`src/rtl/ppu_sprite_pixel_fetch_pkg.sv`:
```
// Shared types and field positions for the sprite pixel fetch stage:
// FSM states, OAM attribute bit positions and CHR address layout.
package ppu_sprite_pixel_fetch_pkg;

  localparam int CHR_AW = 14;

  localparam int ATTR_VFLIP  = 7;
  localparam int ATTR_HFLIP  = 6;
  localparam int ATTR_BEHIND = 5;
  localparam int ATTR_PAL_LO = 0;

  localparam int ADDR_TABLE_BIT = 12;
  localparam int ADDR_TILE_LSB  = 4;
  localparam int ADDR_PLANE_BIT = 3;
  localparam int ADDR_FINEY_LSB = 0;

  typedef enum logic [2:0] {
    S_IDLE,
    S_F0L,
    S_F0H,
    S_F1L,
    S_F1H,
    S_CAP,
    S_MERGE,
    S_DONE
  } state_t;

  typedef struct packed {
    logic       onTile;
    logic       is0;
    logic [7:0] tileNum;
    logic [7:0] row;
    logic [7:0] col;
    logic [7:0] attr;
  } slot_t;

  // Row within the 8-line tile; only the low three bits of the difference matter.
  function automatic logic [2:0] fineY(input logic [2:0] currRow,
                                       input logic [2:0] spriteRow,
                                       input logic       vflip);
    logic [2:0] fy;
    fy = currRow - spriteRow;
    return vflip ? (3'd7 - fy) : fy;
  endfunction

  function automatic logic [CHR_AW-1:0] chrAddr(input logic       tableSel,
                                                input logic [7:0] tileNum,
                                                input logic       plane,
                                                input logic [2:0] fy);
    logic [CHR_AW-1:0] a;
    a = '0;
    a[ADDR_TABLE_BIT]         = tableSel;
    a[ADDR_TILE_LSB +: 8]     = tileNum;
    a[ADDR_PLANE_BIT]         = plane;
    a[ADDR_FINEY_LSB +: 3]    = fy;
    return a;
  endfunction

endpackage

```
`src/rtl/ppu_sprite_pixel_fetch_if.sv`:
```
// Start/done handshake, CHR read bus and merged pixel outputs of the sprite fetch stage.
interface ppu_sprite_pixel_fetch_if;
  import ppu_sprite_pixel_fetch_pkg::*;

  logic              start;
  logic              busy;
  logic              done;
  logic [CHR_AW-1:0] chr_addr;
  logic              chr_rd;
  logic [7:0]        chr_data;
  logic [15:0]       pix_pattern;
  logic [15:0]       pix_palette;
  logic [7:0]        pix_behind;
  logic [7:0]        pix_is_0;

  modport master (
    input  start, chr_data,
    output busy, done, chr_addr, chr_rd,
           pix_pattern, pix_palette, pix_behind, pix_is_0
  );

  modport slave (
    output start, chr_data,
    input  busy, done, chr_addr, chr_rd,
           pix_pattern, pix_palette, pix_behind, pix_is_0
  );

endinterface

```
`src/rtl/ppu_sprite_pixel_fetch_row_align.sv`:
```
// Places one sprite's 8-pixel pattern row onto the current tile, honouring
// horizontal flip; pixels outside the sprite come out transparent.
module ppu_sprite_pixel_fetch_row_align (
  input  logic [7:0]  i_lo,
  input  logic [7:0]  i_hi,
  input  logic [7:0]  i_col,
  input  logic        i_hflip,
  input  logic [8:0]  i_tile_col,
  output logic [15:0] o_pattern,
  output logic [7:0]  o_covered
);

  for (genvar i = 0; i < 8; i++) begin : g_pix
    logic [9:0] w_d;
    logic [2:0] w_k;
    logic       w_in;

    // Ten bits keep x >= 256 from wrapping back onto a sprite at low columns.
    assign w_d  = {i_tile_col[8], i_tile_col} + 10'(i) - {2'b00, i_col};
    assign w_in = (w_d[9:3] == 7'd0);
    assign w_k  = i_hflip ? w_d[2:0] : (3'd7 - w_d[2:0]);

    assign o_pattern[2*i +: 2] = w_in ? {i_hi[w_k], i_lo[w_k]} : 2'b00;
    assign o_covered[i]        = w_in;
  end

endmodule

```
`src/rtl/ppu_sprite_pixel_fetch.sv`:
```
// Sprite pattern fetch for one 8-pixel tile: reads both slots' plane bytes,
// aligns them to the tile and merges by slot priority into registered pixels.
module ppu_sprite_pixel_fetch
  import ppu_sprite_pixel_fetch_pkg::*;
(
  input  logic       clk,
  input  logic       rst,
  ppu_sprite_pixel_fetch_if.master bus,
  input  logic       i_sprite_table_sel,
  input  logic [8:0] i_curr_row,
  input  logic [8:0] i_tile_col,
  input  logic       i_s0_on_tile,
  input  logic       i_s0_is_0,
  input  logic [7:0] i_s0_tile_num,
  input  logic [7:0] i_s0_row,
  input  logic [7:0] i_s0_col,
  input  logic [7:0] i_s0_attr,
  input  logic       i_s1_on_tile,
  input  logic       i_s1_is_0,
  input  logic [7:0] i_s1_tile_num,
  input  logic [7:0] i_s1_row,
  input  logic [7:0] i_s1_col,
  input  logic [7:0] i_s1_attr
);

  state_t            r_state, w_nextState;
  slot_t             r_slot0, r_slot1;
  logic              r_tableSel;
  logic [8:0]        r_currRow, r_tileCol;
  logic [7:0]        r_lo0, r_hi0, r_lo1, r_hi1;
  logic [15:0]       r_pixPattern, r_pixPalette;
  logic [7:0]        r_pixBehind, r_pixIs0;
  logic [2:0]        w_fineY0, w_fineY1;
  logic [CHR_AW-1:0] w_chrAddr;
  logic              w_chrRd;
  logic [15:0]       w_pat0, w_pat1;
  logic [7:0]        w_cov0, w_cov1;
  logic [15:0]       w_mergePattern, w_mergePalette;
  logic [7:0]        w_mergeBehind, w_mergeIs0;
  logic              w_unused;

  always_ff @(posedge clk) begin
    if (!rst) r_state <= S_IDLE;
    else      r_state <= w_nextState;
  end

  // Fixed-length sequence: absent slots still spend their fetch cycles.
  always_comb begin
    w_nextState = r_state;
    case (r_state)
      S_IDLE:  if (bus.start) w_nextState = S_F0L;
      S_F0L:   w_nextState = S_F0H;
      S_F0H:   w_nextState = S_F1L;
      S_F1L:   w_nextState = S_F1H;
      S_F1H:   w_nextState = S_CAP;
      S_CAP:   w_nextState = S_MERGE;
      S_MERGE: w_nextState = S_DONE;
      S_DONE:  w_nextState = S_IDLE;
      default: w_nextState = S_IDLE;
    endcase
  end

  always_ff @(posedge clk) begin
    if (!rst) begin
      r_slot0    <= '0;
      r_slot1    <= '0;
      r_tableSel <= 1'b0;
      r_currRow  <= '0;
      r_tileCol  <= '0;
    end else if (r_state == S_IDLE && bus.start) begin
      r_slot0.onTile  <= i_s0_on_tile;
      r_slot0.is0     <= i_s0_is_0;
      r_slot0.tileNum <= i_s0_tile_num;
      r_slot0.row     <= i_s0_row;
      r_slot0.col     <= i_s0_col;
      r_slot0.attr    <= i_s0_attr;
      r_slot1.onTile  <= i_s1_on_tile;
      r_slot1.is0     <= i_s1_is_0;
      r_slot1.tileNum <= i_s1_tile_num;
      r_slot1.row     <= i_s1_row;
      r_slot1.col     <= i_s1_col;
      r_slot1.attr    <= i_s1_attr;
      r_tableSel      <= i_sprite_table_sel;
      r_currRow       <= i_curr_row;
      r_tileCol       <= i_tile_col;
    end
  end

  assign w_fineY0 = fineY(r_currRow[2:0], r_slot0.row[2:0], r_slot0.attr[ATTR_VFLIP]);
  assign w_fineY1 = fineY(r_currRow[2:0], r_slot1.row[2:0], r_slot1.attr[ATTR_VFLIP]);

  always_comb begin
    w_chrAddr = '0;
    w_chrRd   = 1'b0;
    case (r_state)
      S_F0L: if (r_slot0.onTile) begin
        w_chrRd   = 1'b1;
        w_chrAddr = chrAddr(r_tableSel, r_slot0.tileNum, 1'b0, w_fineY0);
      end
      S_F0H: if (r_slot0.onTile) begin
        w_chrRd   = 1'b1;
        w_chrAddr = chrAddr(r_tableSel, r_slot0.tileNum, 1'b1, w_fineY0);
      end
      S_F1L: if (r_slot1.onTile) begin
        w_chrRd   = 1'b1;
        w_chrAddr = chrAddr(r_tableSel, r_slot1.tileNum, 1'b0, w_fineY1);
      end
      S_F1H: if (r_slot1.onTile) begin
        w_chrRd   = 1'b1;
        w_chrAddr = chrAddr(r_tableSel, r_slot1.tileNum, 1'b1, w_fineY1);
      end
      default: ;
    endcase
  end

  // Read data lands one cycle after its request, so each state captures its predecessor's byte.
  always_ff @(posedge clk) begin
    if (!rst) begin
      r_lo0 <= '0;
      r_hi0 <= '0;
      r_lo1 <= '0;
      r_hi1 <= '0;
    end else begin
      case (r_state)
        S_F0H:   r_lo0 <= r_slot0.onTile ? bus.chr_data : 8'h00;
        S_F1L:   r_hi0 <= r_slot0.onTile ? bus.chr_data : 8'h00;
        S_F1H:   r_lo1 <= r_slot1.onTile ? bus.chr_data : 8'h00;
        S_CAP:   r_hi1 <= r_slot1.onTile ? bus.chr_data : 8'h00;
        default: ;
      endcase
    end
  end

  ppu_sprite_pixel_fetch_row_align u_align0 (
    .i_lo       (r_lo0),
    .i_hi       (r_hi0),
    .i_col      (r_slot0.col),
    .i_hflip    (r_slot0.attr[ATTR_HFLIP]),
    .i_tile_col (r_tileCol),
    .o_pattern  (w_pat0),
    .o_covered  (w_cov0)
  );

  ppu_sprite_pixel_fetch_row_align u_align1 (
    .i_lo       (r_lo1),
    .i_hi       (r_hi1),
    .i_col      (r_slot1.col),
    .i_hflip    (r_slot1.attr[ATTR_HFLIP]),
    .i_tile_col (r_tileCol),
    .o_pattern  (w_pat1),
    .o_covered  (w_cov1)
  );

  for (genvar i = 0; i < 8; i++) begin : g_merge
    logic w_op0, w_op1, w_win0, w_win1;

    assign w_op0  = w_cov0[i] && (w_pat0[2*i +: 2] != 2'b00);
    assign w_op1  = w_cov1[i] && (w_pat1[2*i +: 2] != 2'b00);
    assign w_win0 = w_op0;
    assign w_win1 = w_op1 && !w_op0;

    assign w_mergePattern[2*i +: 2] = w_win0 ? w_pat0[2*i +: 2] :
                                      w_win1 ? w_pat1[2*i +: 2] : 2'b00;
    assign w_mergePalette[2*i +: 2] = w_win0 ? r_slot0.attr[ATTR_PAL_LO +: 2] :
                                      w_win1 ? r_slot1.attr[ATTR_PAL_LO +: 2] : 2'b00;
    assign w_mergeBehind[i] = w_win0 ? r_slot0.attr[ATTR_BEHIND] :
                              w_win1 ? r_slot1.attr[ATTR_BEHIND] : 1'b0;
    // Sprite-0 hit cares about opacity, not about which slot is shown.
    assign w_mergeIs0[i] = (r_slot0.is0 && w_op0) || (r_slot1.is0 && w_op1);
  end

  always_ff @(posedge clk) begin
    if (!rst) begin
      r_pixPattern <= '0;
      r_pixPalette <= '0;
      r_pixBehind  <= '0;
      r_pixIs0     <= '0;
    end else if (r_state == S_MERGE) begin
      r_pixPattern <= w_mergePattern;
      r_pixPalette <= w_mergePalette;
      r_pixBehind  <= w_mergeBehind;
      r_pixIs0     <= w_mergeIs0;
    end
  end

  assign bus.busy        = (r_state != S_IDLE);
  assign bus.done        = (r_state == S_DONE);
  assign bus.chr_addr    = w_chrAddr;
  assign bus.chr_rd      = w_chrRd;
  assign bus.pix_pattern = r_pixPattern;
  assign bus.pix_palette = r_pixPalette;
  assign bus.pix_behind  = r_pixBehind;
  assign bus.pix_is_0    = r_pixIs0;

  assign w_unused = ^{r_currRow[8:3], r_slot0.row[7:3], r_slot1.row[7:3],
                      r_slot0.attr[4:2], r_slot1.attr[4:2]};

endmodule

```
`src/flat_wrapper.sv`:
```
// flat-port wrapper written by rule: the top's interface ports become plain ports
module ppu_sprite_pixel_fetch_flat import ppu_sprite_pixel_fetch_pkg::*;
  (clk, rst, i_sprite_table_sel, i_curr_row, i_tile_col, i_s0_on_tile, i_s0_is_0, i_s0_tile_num, i_s0_row, i_s0_col, i_s0_attr, i_s1_on_tile, i_s1_is_0, i_s1_tile_num, i_s1_row, i_s1_col, i_s1_attr, bus_start, bus_chr_data, bus_busy, bus_done, bus_chr_addr, bus_chr_rd, bus_pix_pattern, bus_pix_palette, bus_pix_behind, bus_pix_is_0);
  ppu_sprite_pixel_fetch_if bus_i ();
  input  logic clk;
  input  logic rst;
  input  logic i_sprite_table_sel;
  input  logic [8:0] i_curr_row;
  input  logic [8:0] i_tile_col;
  input  logic i_s0_on_tile;
  input  logic i_s0_is_0;
  input  logic [7:0] i_s0_tile_num;
  input  logic [7:0] i_s0_row;
  input  logic [7:0] i_s0_col;
  input  logic [7:0] i_s0_attr;
  input  logic i_s1_on_tile;
  input  logic i_s1_is_0;
  input  logic [7:0] i_s1_tile_num;
  input  logic [7:0] i_s1_row;
  input  logic [7:0] i_s1_col;
  input  logic [7:0] i_s1_attr;
  input wire logic [$bits(bus_i.start)-1:0] bus_start;
  input wire logic [$bits(bus_i.chr_data)-1:0] bus_chr_data;
  output wire logic [$bits(bus_i.busy)-1:0] bus_busy;
  output wire logic [$bits(bus_i.done)-1:0] bus_done;
  output wire logic [$bits(bus_i.chr_addr)-1:0] bus_chr_addr;
  output wire logic [$bits(bus_i.chr_rd)-1:0] bus_chr_rd;
  output wire logic [$bits(bus_i.pix_pattern)-1:0] bus_pix_pattern;
  output wire logic [$bits(bus_i.pix_palette)-1:0] bus_pix_palette;
  output wire logic [$bits(bus_i.pix_behind)-1:0] bus_pix_behind;
  output wire logic [$bits(bus_i.pix_is_0)-1:0] bus_pix_is_0;
  assign bus_i.start = bus_start;
  assign bus_i.chr_data = bus_chr_data;
  assign bus_busy = bus_i.busy;
  assign bus_done = bus_i.done;
  assign bus_chr_addr = bus_i.chr_addr;
  assign bus_chr_rd = bus_i.chr_rd;
  assign bus_pix_pattern = bus_i.pix_pattern;
  assign bus_pix_palette = bus_i.pix_palette;
  assign bus_pix_behind = bus_i.pix_behind;
  assign bus_pix_is_0 = bus_i.pix_is_0;
  ppu_sprite_pixel_fetch u_core (.clk(clk), .rst(rst), .bus(bus_i), .i_sprite_table_sel(i_sprite_table_sel), .i_curr_row(i_curr_row), .i_tile_col(i_tile_col), .i_s0_on_tile(i_s0_on_tile), .i_s0_is_0(i_s0_is_0), .i_s0_tile_num(i_s0_tile_num), .i_s0_row(i_s0_row), .i_s0_col(i_s0_col), .i_s0_attr(i_s0_attr), .i_s1_on_tile(i_s1_on_tile), .i_s1_is_0(i_s1_is_0), .i_s1_tile_num(i_s1_tile_num), .i_s1_row(i_s1_row), .i_s1_col(i_s1_col), .i_s1_attr(i_s1_attr));
endmodule
```
`config.mk`:
```
export PLATFORM = sky130hd
export DESIGN_NAME = ppu_sprite_pixel_fetch_flat
export DESIGN_NICKNAME = d
export VERILOG_FILES = /design/src/rtl/ppu_sprite_pixel_fetch_pkg.sv /design/src/rtl/ppu_sprite_pixel_fetch_if.sv /design/src/rtl/ppu_sprite_pixel_fetch_row_align.sv /design/src/rtl/ppu_sprite_pixel_fetch.sv /design/src/flat_wrapper.sv
export SDC_FILE = /design/constraint.sdc
export NUM_CORES = 1
export LEC_CHECK = 0
export ABC_AREA = 1
export CORE_MARGIN = 2
export CORE_UTILIZATION = 40
export CTS_CLUSTER_DIAMETER = 150
export DETAILED_ROUTE_END_ITERATION = 12
export PLACE_DENSITY_LB_ADDON = 0.15
export SYNTH_ARGS = -nofsm -noshare
export SYNTH_HDL_FRONTEND = slang
export SYNTH_SLANG_ARGS = --single-unit
```
`constraint.sdc`:
```
create_clock -name clk -period 6.8 [get_ports clk]
set_input_delay 0.68 -clock clk [delete_from_list [all_inputs] [get_ports clk]]
set_output_delay 0.68 -clock clk [all_outputs]
set_load 0.005 [all_outputs]
```
==> results of run 1 <==
[per-layer routing]
layer,vias up,GRT usage [%]
met5,-,0
met4,2,9.84
met3,71,5.17
met2,504,41.3
met1,7401,34.7
li1,8385,-
[worst reg2reg max path, stage by stage (launching register included)]
cell and delay (ns):
dfxtp_1 0.59, inv_1 0.37, ha_1 0.38, xnor2_1 0.38, inv_1 0.13, ha_1 0.39, nand2_1 0.12, nand2_1 0.08
inv_1 0.06, nand2_1 0.07, xor2_1 0.14, or2_2 0.27, nor2_1 0.31, nand3_1 0.17, nand2_1 0.22, nand3_1 0.10
a21oi_1 0.16
[metrics by stage]
step	utilization (%)	hold slack (ns)	total power, mW	instances	area, µm²
floorplan	-	0.427	3.33	2514	15200
global placement	45.1	0.440	3.99	3095	16900
detailed placement	45.1	0.446	4.03	3095	16900
CTS	46.5	0.456	4.98	3127	17400
global route	46.5	0.464	5.45	3127	17400
finish	46.5	0.453	5.00	3127	17400
[power by group]
group / leakage (nW) / total [mW] / switching [mW] / internal, mW
Clock: 0.268 / 0.927 / 0.420 / 0.507
Combinational: 7.09 / 3.06 / 2.00 / 1.07
Sequential: 1.21 / 1.01 / 0.0809 / 0.924
Total: 8.57 / 5.00 / 2.50 / 2.50
[cell type report]
cell class              instances  area share, %
clock buffers                  18           2.46
clock inverters                14          0.717
inverters                     308           6.66
multi-input cells            1983           61.3
flip-flops and latches        148           17.0
well taps                     511           3.67
repair buffers                145           8.22
[flip-flops by register name, indices dropped and copies added, names as in the netlist]
register                cells
u_core.bus.pix_behind       8
u_core.bus.pix_is_0         8
u_core.bus.pix_palette     16
u_core.bus.pix_pattern     16
u_core.r_currRow            3
u_core.r_hi0                8
u_core.r_hi1                8
u_core.r_lo0                8
u_core.r_lo1                8
u_core.r_slot0             26
u_core.r_slot1             26
u_core.r_state              3
u_core.r_tableSel           1
u_core.r_tileCol            9
[worst min-delay path by stage]
stage,from,to,slack [ns],cells after the start
after floorplan,u_core.r_slot0[16],u_core.r_slot0[16],0.43,2
after global placement,u_core.r_slot1[26],u_core.r_slot1[26],0.44,2
after detailed placement,u_core.r_slot1[26],u_core.r_slot1[26],0.45,2
after CTS,u_core.r_slot1[26],u_core.r_slot1[26],0.46,2
after global routing,u_core.r_slot1[26],u_core.r_slot1[26],0.46,2
final,u_core.r_slot1[24],u_core.r_slot1[24],0.45,2
[layout by cell type, fill, tap and decap left out, drive strengths merged, types with 8 or more instances in the layout]
cell type and n:
nand2 730, nand3 327, inv 311, nor2 205, a21oi 191, dfxtp 148
o21ai 142, clkdlybuf4s50 138, ha 119, xor2 90, nand4 28, xnor2 26
nand3b 22, clkbuf 18, o211ai 16, or2 14, o22ai 12, fa 10
a211oi 8, o21a 8, a21o 8
[logic make-up (layout without fill, tap and decap cells)]
family / count (synthesis) / count (layout) / synth area share (%)
and+or+nand+nor: 1340 / 1340 / 38.2
other: 1 / 1 / 0.0247
buffers and inverters: 383 / 485 / 10.0
adders and majority gates: 129 / 129 / 11.1
AOI/OAI and AO/OA: 397 / 397 / 14.4
xor gates and xnor gates: 116 / 116 / 6.70
DFF: 148 / 148 / 19.5
==> flow_summary_export.csv, run 1 <==
group,metric,value,unit
logic_synthesis,yosysWarnings,0,
die,die_h,199,µm
setup_path,critPathMostFrequentCell,"nand2_1",
logic_synthesis,syn_area_per_cell,6.03,µm²
setup_path,crit_slowest_cell,"dfxtp_1",
setup_path,critPathCapture,"u_core.bus.pix_palette[15]",
logic_synthesis,synth_ff_type,"dfxtp_1",
cts,numCtsBuffers,17,
die,num_rows,71,
global_routing,antenna_found_initial,1,
sta,final.min_clock_period,4.03,ns
detailed_routing,routed-wl-met2,22400,µm
setup_path,path_max_fanout,11,
global_routing,globalRouteOverflowTotal,0,
place,io_buffers,139,
die,die_area,39500,µm²
sta,worstMarginPinSlew,1.10,ns
setup_path,ff2ff_setup_slack,2.77,ns
setup_path,required,7.18,ns
setup_path,path_cells,"inv_1 -> ha_1 -> xnor2_1 -> inv_1 -> ha_1 -> nand2_1 -> nand2_1 -> inv_1 -> nand2_1 -> xor2_1 -> or2_2 -> nor2_1 -> nand3_1 -> nand2_1 -> nand3_1 -> a21oi_1",
setup_path,cp-end-kind,"flop",
detailed_routing,route.met3.wl,3450,µm
place,dp_hpwl,40300,µm
logic_synthesis,synth_cell_types,43,
setup_path,r2r.worst_path.cells,16,
cts,cts_root_buf,"clkbuf_16",
cells_and_area,diodes,0,
detailed_routing,num_vias,16400,
cts,htree_levels,4,
detailed_routing,met1_length,23700,µm
global_routing,grt_max_degree,88,
logic_synthesis,synth_most_common_cell,"nand2_1",
cts,holdBufCountCts,0,
logic_synthesis,synthArstFlopShare,0,%
cts,clk_path_buf_depth,2,
logic_synthesis,ys_seq_area_share,19.5,%
logic_synthesis,synth.area.top_cells,"dfxtp_1 20%, nand2_1 18%, nand3_1 11%",
cells_and_area,drive_above_1_share,4.05,%
setup_path,rr_endpoint,"u_core.bus.pix_palette[15]",
sta,slew_headroom,26.3,%
logic_synthesis,synth_edf_count,0,
pwr,power_density,286,nW/µm²
global_routing,grt_pass1_vias,14900,
setup_path,slowest_delay,0.59,ns
setup_path,cp.depth,16,
detailed_routing,drt-initial-drc-count,1212,
cells_and_area,nFillCells,4059,
cells_and_area,nets,2830,
cts,tritoncts,"done",
pwr,leakage,8.57,nW
setup_path,critPathBufInv,3,
sta,fin_crit_sh,59.2,%
sta,fin_tns_setup,0,ns
setup_path,critPathLaunch,"u_core.r_tileCol[1]",
sta,setup_viol,0,
cts,post_cts_resized,0,
detailed_routing,wl,51400,µm
logic_synthesis,syn_area,15200,µm²
sta,fmax,248,MHz
sta,slew_violations,0,
cts,postCtsSetupRepairBufs,0,
logic_synthesis,synth.top_cell.area_share,19.5,%
die,initial_core_util,40.5,%
logic_synthesis,synth_area_leader_cell,"dfxtp_1",
logic_synthesis,synth_nets,2741,
outcome,outcome,"complete, no violations",
cells_and_area,seq_area,2960,µm²
sta,setup_slack,2.77,ns
logic_synthesis,syn_inst,2514,
setup_path,cpLargestDelayFamily,"simple AND/OR/NAND/NOR gates",
cells_and_area,multi_input_area,10700,µm²
global_routing,grt_pass1_wl,79300,µm
pwr,ir_drop,0.194,mV
run,maxCapViolCount,0,
die,die_w,199,µm
sta,hold_viol,0,
detailed_routing,dr.pass1.iters,7,
die,ioPinCount,163,
sta,fin_skew,0.0212,ns
cts,worstSkewPairLatency,0.45,ns
setup_path,crit_type,"flop to flop",
setup_path,crit-reg2reg-launch,"u_core.r_tileCol[1]",
cells_and_area,area_growth,15.0,%
detailed_routing,avgRoutedWirePerCell,16.4,µm
setup_path,critPathLaunchType,"flop",
detailed_routing,drc,0,
place,pre_cts_ws,2.87,ns
detailed_routing,routed.top_layer,"met5",
min_path,holdCritPathClass,"flop to flop",
logic_synthesis,ys_ff_latch,148,
logic_synthesis,synth_common_cells,"718 x nand2_1, 327 x nand3_1, 300 x inv_1",
detailed_routing,drtAntennaViolNets,0,
die,core,37500,µm²
setup_path,worstPathArrival,4.40,ns
detailed_routing,viasPerCell,5.23,
cts,clock-sinks,148,
global_routing,grt_use_total,26.0,%
cts,cts.clk_slew.worst_paths,0.08,ns
place,place_congestion,0.954,
sta,rsz0062_at_grt,"false",
Note: power is estimated with default switching activity, not from simulation.
==> inputs of run 2 (changes only) <==
clock period = 4.12 ns   (was 6.8 ns; I/O delays follow)
==> run 2 against run 1 <==
Critical path depth is 2 lower. First-iteration DRC count stayed put. Via count rose by 0.34%. Setup slack worse by 2.2 ns. Critical endpoint is now u_core.bus.pix_palette[11]. Largest cell class unchanged.
==> flow_summary_export.csv, run 2 (synthesis results as in run 1) <==
group,metric,value,unit
outcome,outcome,"complete, no violations",
cells_and_area,layout_commonest_cell,"nand2_1",
cts,clock-sinks,148,
sta,final.min_clock_period,3.56,ns
cts,clk_path_buf_depth,2,
global_routing,globalRouteOverflowTotal,0,
global_routing,grt_max_degree,117,
cts,cts.clk_slew.worst_paths,0.07,ns
sta,fin_tns_setup,0,ns
global_routing,grt_pass1_wl,80500,µm
die,die_w,199,µm
sta,fin_skew,0.0162,ns
place,io_buffers,139,
cells_and_area,multi_input_area,10700,µm²
cells_and_area,drive_above_1_share,4.56,%
sta,fmax,281,MHz
sta,setup_viol,0,
pwr,leakage,8.66,nW
detailed_routing,avgRoutedWirePerCell,16.4,µm
detailed_routing,route.met3.wl,3200,µm
cells_and_area,area_growth,16.0,%
die,die_area,39500,µm²
setup_path,critPathLaunchType,"flop",
detailed_routing,drt-initial-drc-count,1212,
setup_path,crit_type,"flop to flop",
die,die_h,199,µm
pwr,ir_drop,0.337,mV
place,place_congestion,0.931,
sta,slew_headroom,33.7,%
sta,fin_crit_sh,86.4,%
setup_path,required,4.48,ns
cells_and_area,seq_area,2960,µm²
die,ioPinCount,163,
cts,numCtsBuffers,17,
setup_path,ff2ff_setup_slack,0.56,ns
global_routing,antenna_found_initial,0,
detailed_routing,wl,51700,µm
cts,htree_levels,4,
cells_and_area,utilization,46.9,%
detailed_routing,viasPerCell,5.22,
setup_path,r2r.worst_path.cells,14,
cts,holdBufCountCts,0,
cts,worstSkewPairLatency,0.44,ns
sta,hold_viol,0,
die,num_rows,71,
setup_path,path_max_fanout,8,
die,core,37500,µm²
cells_and_area,top_regs,"u_core.r_slot0 x26, u_core.r_slot1 x26",
pwr,power_density,474,nW/µm²
cts,tritoncts,"done",
min_path,hold_depth,2,
detailed_routing,routed-wl-met2,23100,µm
detailed_routing,routed.top_layer,"met4",
die,initial_core_util,40.5,%
detailed_routing,drc,0,
cells_and_area,nFillCells,4052,
sta,rsz0062_at_grt,"false",
detailed_routing,drtAntennaViolNets,0,
cts,post_cts_resized,0,
detailed_routing,met1_length,24400,µm
cts,postCtsSetupRepairBufs,0,
place,dp_hpwl,40700,µm
setup_path,worstPathArrival,3.92,ns
global_routing,grt_use_total,26.2,%
run,maxCapViolCount,0,
min_path,holdCritPathClass,"flop to flop",
detailed_routing,num_vias,16400,
cells_and_area,nets,2846,
cells_and_area,diodes,0,
detailed_routing,dr.pass1.iters,6,
sta,slew_violations,0,
setup_path,cp-end-kind,"flop",
cts,cts_root_buf,"clkbuf_16",
global_routing,grt_pass1_vias,15100,
cells_and_area,mostFrequentLayoutCells,"718 x nand2_1, 326 x nand3_1, 299 x inv_1",
sta,worstMarginPinSlew,0.994,ns
==> run 2: cell count changes in the layout (fill, tap and decap cells not counted), sizes merged <==
cell / delta
clkinv: -2
inv: -3
buf: +16
clkbuf: +4
bufinv: +1
==> run 2: stage by stage <==
step | area [µm²] | hold slack [ns] | setup slack, ns | total power, mW | instances
after floorplan | 15200 | 0.427 | 1.11 | 5.49 | 2514
after global placement | 17000 | 0.441 | 0.633 | 6.63 | 3111
after detailed placement | 17000 | 0.446 | 0.560 | 6.70 | 3111
after CTS | 17600 | 0.456 | 0.517 | 8.33 | 3143
after global routing | 17600 | 0.472 | 0.182 | 9.12 | 3143
final | 17600 | 0.455 | 0.560 | 8.34 | 3143
==> run 2: area by class of cell <==
| type | count | share of cell area, % |
|---|---|---|
| multi-input cells | 1983 | 60.8 |
| inverters | 308 | 6.60 |
| repair buffers | 161 | 8.83 |
| flip-flops and latches | 148 | 16.8 |
| clock inverters | 10 | 0.697 |
| well taps | 511 | 3.63 |
| clock buffers | 22 | 2.64 |
==> run 2: layer usage <==
metal	GRT usage, %	vias up
met1	36.3	7483
met5	0	-
met3	3.32	41
li1	-	8429
met4	6.16	0
met2	43.2	465
==> run 2: where the power goes <==
| group | switching (mW) | total [mW] | internal, mW |
|---|---|---|---|
| clock | 0.658 | 1.59 | 0.930 |
| sequential | 0.106 | 1.63 | 1.53 |
| combinational | 3.33 | 5.12 | 1.80 |
| total | 4.09 | 8.34 | 4.25 |
==> run 2: worst paths after layout <==
path | startpoint | endpoint
min | u_core.r_slot0[30] | u_core.r_slot0[30]
max | u_core.r_tileCol[0] | u_core.bus.pix_palette[11]
min reg2reg | u_core.r_slot0[30] | u_core.r_slot0[30]
max reg2reg | u_core.r_tileCol[0] | u_core.bus.pix_palette[11]
==> run 2: critical path: stages, from the launching register on <==
cell and delay (ns):
dfxtp_1 0.51, inv_1 0.17, ha_1 0.47, inv_1 0.22
fa_1 0.51, inv_1 0.13, nand3_1 0.10, nand2_1 0.16
xor2_1 0.08, or2_2 0.29, nor2_1 0.20, nand3_1 0.17
nand2_1 0.21, nand3_1 0.10, a21oi_1 0.16
